**config.mk**
```make
export PLATFORM = sky130hd
export DESIGN_NAME = mult_div_unit
export DESIGN_NICKNAME = d
export VERILOG_FILES = /design/src/rtl/mult_div_unit.sv
export SDC_FILE = /design/constraint.sdc
export NUM_CORES = 1
export LEC_CHECK = 0
export CAP_MARGIN = 20
export CELL_PAD_IN_SITES_DETAIL_PLACEMENT = 0
export CELL_PAD_IN_SITES_GLOBAL_PLACEMENT = 1
export CORE_MARGIN = 2
export CORE_UTILIZATION = 44
export CTS_CLUSTER_DIAMETER = 80
export DETAILED_ROUTE_END_ITERATION = 16
export HOLD_SLACK_MARGIN = 0.08
export PLACE_DENSITY = 0.91
export RECOVER_POWER = 50
export SETUP_SLACK_MARGIN = 0.5
export SKIP_CTS_REPAIR_TIMING = 1
export SYNTH_ARGS = -nofsm -noshare
export SYNTH_HDL_FRONTEND = slang
export SYNTH_SLANG_ARGS = --single-unit
```
**constraint.sdc**
```tcl
create_clock -name clk_i -period 4.3 [get_ports clk_i]
set_input_delay 0.86 -clock clk_i [delete_from_list [all_inputs] [get_ports clk_i]]
set_output_delay 0.86 -clock clk_i [all_outputs]
set_load 0.01 [all_outputs]
```
**src/rtl/mult_div_unit.sv**
```systemverilog
// Iterative multiply/divide unit with architectural HI/LO registers.
// MULT/MULTU use shift-add and DIV/DIVU use restoring division. Both run on
// operand magnitudes, one bit per cycle, and the result signs are fixed up
// in a single FINISH cycle before HI/LO are committed.
module mult_div_unit #(
    parameter int size = 32
) (
    input  logic            clk_i,
    input  logic            rst_i,
    input  logic            start_i,
    input  logic [1:0]      op_i,
    input  logic [size-1:0] src1_i,
    input  logic [size-1:0] src2_i,
    input  logic            hi_we_i,
    input  logic            lo_we_i,
    input  logic [size-1:0] wdata_i,
    output logic            busy_o,
    output logic            done_o,
    output logic [size-1:0] hi_o,
    output logic [size-1:0] lo_o
);

    localparam int CW = (size > 1) ? $clog2(size) : 1;
    localparam logic [CW-1:0] LAST = CW'(size - 1);

    typedef enum logic [1:0] {
        IDLE,
        CALC,
        FINISH
    } state_t;

    state_t state, state_next;

    logic              is_div;
    logic              neg_res;
    logic              neg_rem;
    logic              div_zero;
    logic [size-1:0]   a_mag;
    logic [size-1:0]   b_mag;
    logic [2*size-1:0] acc;
    logic [CW-1:0]     count;
    logic              done_q;
    logic [size-1:0]   hi_q;
    logic [size-1:0]   lo_q;

    // Operand magnitudes and sign flags, taken at the accept edge
    logic              sign1;
    logic              sign2;
    logic [size-1:0]   abs1;
    logic [size-1:0]   abs2;

    // One iteration of each algorithm, plus the sign-corrected results
    logic [size:0]     add_sum;
    logic [2*size-1:0] mul_next;
    logic [size:0]     shifted;
    logic [size+1:0]   diff;
    logic [2*size-1:0] div_next;
    logic [2*size-1:0] prod_fix;
    logic [size-1:0]   quo_fix;
    logic [size-1:0]   rem_fix;

    // Sign detection and absolute values for the signed operations
    always_comb begin
        sign1 = op_i[0] & src1_i[size-1];
        sign2 = op_i[0] & src2_i[size-1];
        abs1  = sign1 ? (~src1_i + 1'b1) : src1_i;
        abs2  = sign2 ? (~src2_i + 1'b1) : src2_i;
    end

    // Single step of shift-add multiply and restoring divide, and the commit values
    always_comb begin
        add_sum  = {1'b0, acc[2*size-1:size]} + {1'b0, a_mag};
        mul_next = acc[0] ? {add_sum, acc[size-1:1]}
                          : {1'b0, acc[2*size-1:1]};

        shifted  = {acc[2*size-1:size], acc[size-1]};
        diff     = {1'b0, shifted} - {2'b00, b_mag};
        div_next = diff[size+1] ? {shifted[size-1:0], acc[size-2:0], 1'b0}
                                : {diff[size-1:0],    acc[size-2:0], 1'b1};

        prod_fix = neg_res ? (~acc + 1'b1) : acc;
        if (div_zero) begin
            quo_fix = '1;
        end else begin
            quo_fix = neg_res ? (~acc[size-1:0] + 1'b1) : acc[size-1:0];
        end
        rem_fix = neg_rem ? (~acc[2*size-1:size] + 1'b1) : acc[2*size-1:size];
    end

    // State register
    always_ff @(posedge clk_i or negedge rst_i) begin
        if (!rst_i) begin
            state <= IDLE;
        end else begin
            state <= state_next;
        end
    end

    // Next-state logic: IDLE -> CALC on start, size CALC cycles, one FINISH cycle
    always_comb begin
        state_next = state;
        case (state)
            IDLE:    if (start_i) state_next = CALC;
            CALC:    if (count == LAST) state_next = FINISH;
            FINISH:  state_next = IDLE;
            default: state_next = IDLE;
        endcase
    end

    // Datapath: operand capture, iteration, commit and MTHI/MTLO writes
    always_ff @(posedge clk_i or negedge rst_i) begin
        if (!rst_i) begin
            is_div   <= 1'b0;
            neg_res  <= 1'b0;
            neg_rem  <= 1'b0;
            div_zero <= 1'b0;
            a_mag    <= '0;
            b_mag    <= '0;
            acc      <= '0;
            count    <= '0;
            done_q   <= 1'b0;
            hi_q     <= '0;
            lo_q     <= '0;
        end else begin
            done_q <= 1'b0;
            case (state)
                IDLE: begin
                    if (hi_we_i) hi_q <= wdata_i;
                    if (lo_we_i) lo_q <= wdata_i;
                    if (start_i) begin
                        is_div   <= op_i[1];
                        neg_res  <= sign1 ^ sign2;
                        neg_rem  <= sign1;
                        div_zero <= op_i[1] & (src2_i == '0);
                        a_mag    <= abs1;
                        b_mag    <= abs2;
                        acc      <= op_i[1] ? {{size{1'b0}}, abs1} : {{size{1'b0}}, abs2};
                        count    <= '0;
                    end
                end
                CALC: begin
                    acc   <= is_div ? div_next : mul_next;
                    count <= count + 1'b1;
                end
                FINISH: begin
                    if (is_div) begin
                        hi_q <= rem_fix;
                        lo_q <= quo_fix;
                    end else begin
                        hi_q <= prod_fix[2*size-1:size];
                        lo_q <= prod_fix[size-1:0];
                    end
                    done_q <= 1'b1;
                    count  <= '0;
                end
                default: ;
            endcase
        end
    end

    assign busy_o = (state != IDLE);
    assign done_o = done_q;
    assign hi_o   = hi_q;
    assign lo_o   = lo_q;

endmodule

```
==> summary.log <==
qor: outcome.outcome finished, violations left
qor: outcome.violated_checks capacitance limit, slew limit
qor: final_layout.final.fill_count 3435
qor: global_route.groute.layer.met2.usage 0.514
qor: placement.place.gp.congestion 0.971
qor: yosys.synthCells 2017
qor: global_route.grt_pass1_vias 15900
qor: yosys.async_reset_ff_frac 1.00
qor: final_layout.flow.area_growth_from_synthesis 18.8%
qor: global_route.grt_pass1_wl 94.3 mm
qor: floorplan.fp.dieH 195 µm
qor: cts.clkTransAtPathRegs 60 ps
qor: detailed_routing.antenna_violating_nets_post_route 0
qor: worst_setup_path.critPathLaunchType flip-flop
qor: yosys.synth.ff_latch_count 204
qor: global_route.grt_start_max_net_pins 97
qor: worst_setup_path.worst_path_max_delay_cell sky130_fd_sc_hd__clkbuf_1
qor: worst_setup_path.critical_path.reg2reg.startpoint state[0]
qor: yosys.dominantRegCellSynth sky130_fd_sc_hd__dfrtp_1
qor: floorplan.rows 70
qor: min_path.min_path_type flip-flop to flip-flop
qor: yosys.synthesis.area 16100 µm²
qor: floorplan.floorplan.io_pins 169
qor: global_route.grt.busiest_layer met2
qor: cts.clock_path_buffers 3
qor: cts.tritoncts built
qor: sta.setup_violations 0
qor: min_path.hold_start lo_o[30]
qor: pwr.power.leakage 7.80 nW
qor: pwr.power_density 912 nW/µm²
qor: detailed_routing.drt-vias-per-instance 6.28
qor: floorplan.die_width 195 µm
qor: final_layout.layout_commonest_cell sky130_fd_sc_hd__nand2_1
qor: placement.placedInstanceArea 18300 µm²
qor: worst_setup_path.crit_required 4720 ps
qor: cts.htree_levels 1
qor: yosys.post-synth-top-area-cell sky130_fd_sc_hd__dfrtp_1
qor: floorplan.design.die.area 38200 µm²
qor: flow_run.cap_viol_max_count 2
qor: pwr.vdd_drop_max 0.000610 V
qor: global_route.global_route.usage.total 0.322
qor: sta.relSlewSlack -0.757
qor: yosys.synth-seq-area-share 0.316
qor: sta.skew 18.4 ps
qor: detailed_routing.num_vias 16400
qor: cts.cts-buffers-inserted 25
qor: worst_setup_path.cp_data_arrival_time 4130 ps
qor: worst_setup_path.critical_path.endpoint_type flip-flop
qor: sta.report.final.hold_viol_count 0
qor: global_route.global_route.usage.met3 0.0577
qor: detailed_routing.drt_iter0_drc 1443
qor: sta.layout_min_cycle_time 3720 ps
qor: worst_setup_path.critPathKind flip-flop to flip-flop
qor: yosys.synthDominantCellAreaShare 0.316
qor: global_route.antenna_found_initial 0
qor: final_layout.mostFrequentLayoutCells 246 x sky130_fd_sc_hd__nand2_1, 230 x sky130_fd_sc_hd__o21ai_0, 203 x sky130_fd_sc_hd__dfrtp_1
qor: final_layout.num-nets-final 2300
qor: yosys.avgSynthCellArea 8.00 µm²
qor: sta.final.hold.worst_slack 474 ps
qor: yosys.syn_nets 2192
qor: yosys.yosys_warns 0
qor: floorplan.floorplan.initialDensity 0.444
qor: worst_setup_path.crit_chain nor2b_4 -> clkbuf_1 -> nor2_1 -> buf_4 -> a221o_1
qor: placement.portBuffers 168
qor: cts.clockRootBuffer sky130_fd_sc_hd__clkbuf_16
qor: cts.clkLatencyLatePin 550 ps
qor: worst_setup_path.critPathMaxFanout 42
qor: sta.fin_setup_tns 0 ps
qor: worst_setup_path.critical-path-max-stage-delay 1520 ps
qor: worst_setup_path.crit_family buffers and inverters
qor: sta.setup_repair_after_global_routing_missed_its_margin no
qor: yosys.yosys-top-cells-area sky130_fd_sc_hd__dfrtp_1 32%, sky130_fd_sc_hd__o21ai_0 7.1%, sky130_fd_sc_hd__xnor2_1 6.0%, sky130_fd_sc_hd__nand2_1 5.7%, sky130_fd_sc_hd__ha_1 5.4%
qor: global_route.use_met1 0.409
qor: worst_setup_path.crit_buf_inv 2
qor: final_layout.fin_cells 2611
qor: yosys.yosys.cell_types.count 81
qor: detailed_routing.wl_per_cell 23.8 µm
qor: final_layout.antenna_cells 0
qor: sta.share_of_the_clock_period_used_by_the_worst_path 0.865
qor: global_route.globalRoute.totalOverflow 0
qor: sta.max_freq 269 MHz
qor: detailed_routing.wirelength 62.1 mm
qor: worst_setup_path.crit_path_start state[0]
qor: placement.placedCellCount 2565
qor: placement.dp_hpwl 48.1 mm
qor: final_layout.post-route-cell-area 19200 µm²
qor: sta.slew_at_the_pin_with_the_worst_max_slew_slack 2640 ps
qor: detailed_routing.drt_first_pass_iters 8
qor: detailed_routing.drc 0
qor: final_layout.drive_gt1_frac 0.0667
qor: sta.drv_slew 140
qor: cts.clock_sink_count 204
qor: floorplan.core-area 36300 µm²
qor: yosys.synth_enable_flop_cells 0
==> stage by stage <==
step | setup WS (ps) | total power [W] | utilization
2_1_floorplan | 973 | 0.0112 | -
3_3_place_gp | 383 | 0.0148 | 0.504
3_5_place_dp | 341 | 0.0150 | 0.505
4_1_cts | 669 | 0.0173 | 0.528
5_1_grt | 299 | 0.0187 | 0.527
6_report | 582 | 0.0175 | 0.527
==> final cells by class <==
class,count,area [µm²],area share
Timing Repair Buffer,231,2140,0.112
Tap cell,468,586,0.0306
Sequential cell,204,5110,0.267
Multi-Input combinational cell,1600,10300,0.535
Inverter,63,236,0.0123
Clock buffer,36,727,0.0379
Clock inverter,9,108,0.00562
==> final timing paths <==
| path | end | slack (ps) | cells after the start |
|---|---|---|---|
| max in group asynchronous | state[0] | 890 | 2 |
| hold reg to reg | lo_o[30] | 470 | 2 |
| min in group asynchronous | done_o | 1130 | 1 |
| setup reg to reg | acc[47] | 580 | 5 |
| hold / removal | lo_o[30] | 470 | 2 |
| setup / recovery | acc[47] | 580 | 5 |
==> registers in the layout (all words and copies together) (netlist names), 2 cells and up <==
name   flops
lo_o      32
b_mag     32
acc       64
a_mag     32
hi_o      32
state      2
count      5
==> Yosys cell counts, types with 13 or more instances <==
library cell                 n
sky130_fd_sc_hd__nand2_1   247
sky130_fd_sc_hd__o21ai_0   230
sky130_fd_sc_hd__dfrtp_1   204
sky130_fd_sc_hd__a21oi_1   155
sky130_fd_sc_hd__clkbuf_1  123
sky130_fd_sc_hd__nor2_1    122
sky130_fd_sc_hd__xnor2_1   111
sky130_fd_sc_hd__ha_1       70
sky130_fd_sc_hd__xor2_1     64
sky130_fd_sc_hd__inv_1      62
sky130_fd_sc_hd__mux2i_1    52
sky130_fd_sc_hd__a211oi_1   42
sky130_fd_sc_hd__nor3_1     41
sky130_fd_sc_hd__o22ai_1    39
sky130_fd_sc_hd__nand3_1    33
sky130_fd_sc_hd__a31oi_1    31
sky130_fd_sc_hd__o211ai_1   31
sky130_fd_sc_hd__or3_1      30
sky130_fd_sc_hd__o31ai_1    25
sky130_fd_sc_hd__nand4_1    24
sky130_fd_sc_hd__a21o_1     23
sky130_fd_sc_hd__nand2b_1   19
sky130_fd_sc_hd__nor4_1     18
sky130_fd_sc_hd__a22oi_1    15
sky130_fd_sc_hd__buf_1      15
sky130_fd_sc_hd__o41ai_1    13
==> cells by family after synthesis <==
family                     count (synthesis)  share of synthesized area
and+or+nand+nor                          605                      0.180
xor gates and xnor gates                 175                     0.0950
AOI/OAI and AO/OA                        690                      0.264
adders and majority gates                 72                     0.0568
buffers and inverters                    213                     0.0514
DFF                                      204                      0.316
muxes                                     58                     0.0365
==> per-layer routing <==
| layer | vias up | share of wire |
|---|---|---|
| met5 | - | 0 |
| met4 | 0 | 0.067 |
| met3 | 189 | 0.081 |
| met2 | 792 | 0.45 |
| met1 | 7860 | 0.41 |
| li1 | 7551 | - |
==> worst reg2reg max path, delay by kind of cell (launching register included) <==
family | cells | cell delay [ps]
DFF | 1 | 670
buffers and inverters | 2 | 1840
and+or+nand+nor | 2 | 670
AOI/OAI and AO/OA | 1 | 420
==> power by group <==
| part | switching (W) | leakage (nW) | internal [W] |
|---|---|---|---|
| Clock | 0.000885 | 0.406 | 0.00129 |
| Sequential | 0.00114 | 2.45 | 0.00286 |
| Combinational | 0.00663 | 4.93 | 0.00466 |
| Total | 0.00866 | 7.80 | 0.00881 |
Note: power is estimated with default switching activity, not from simulation.
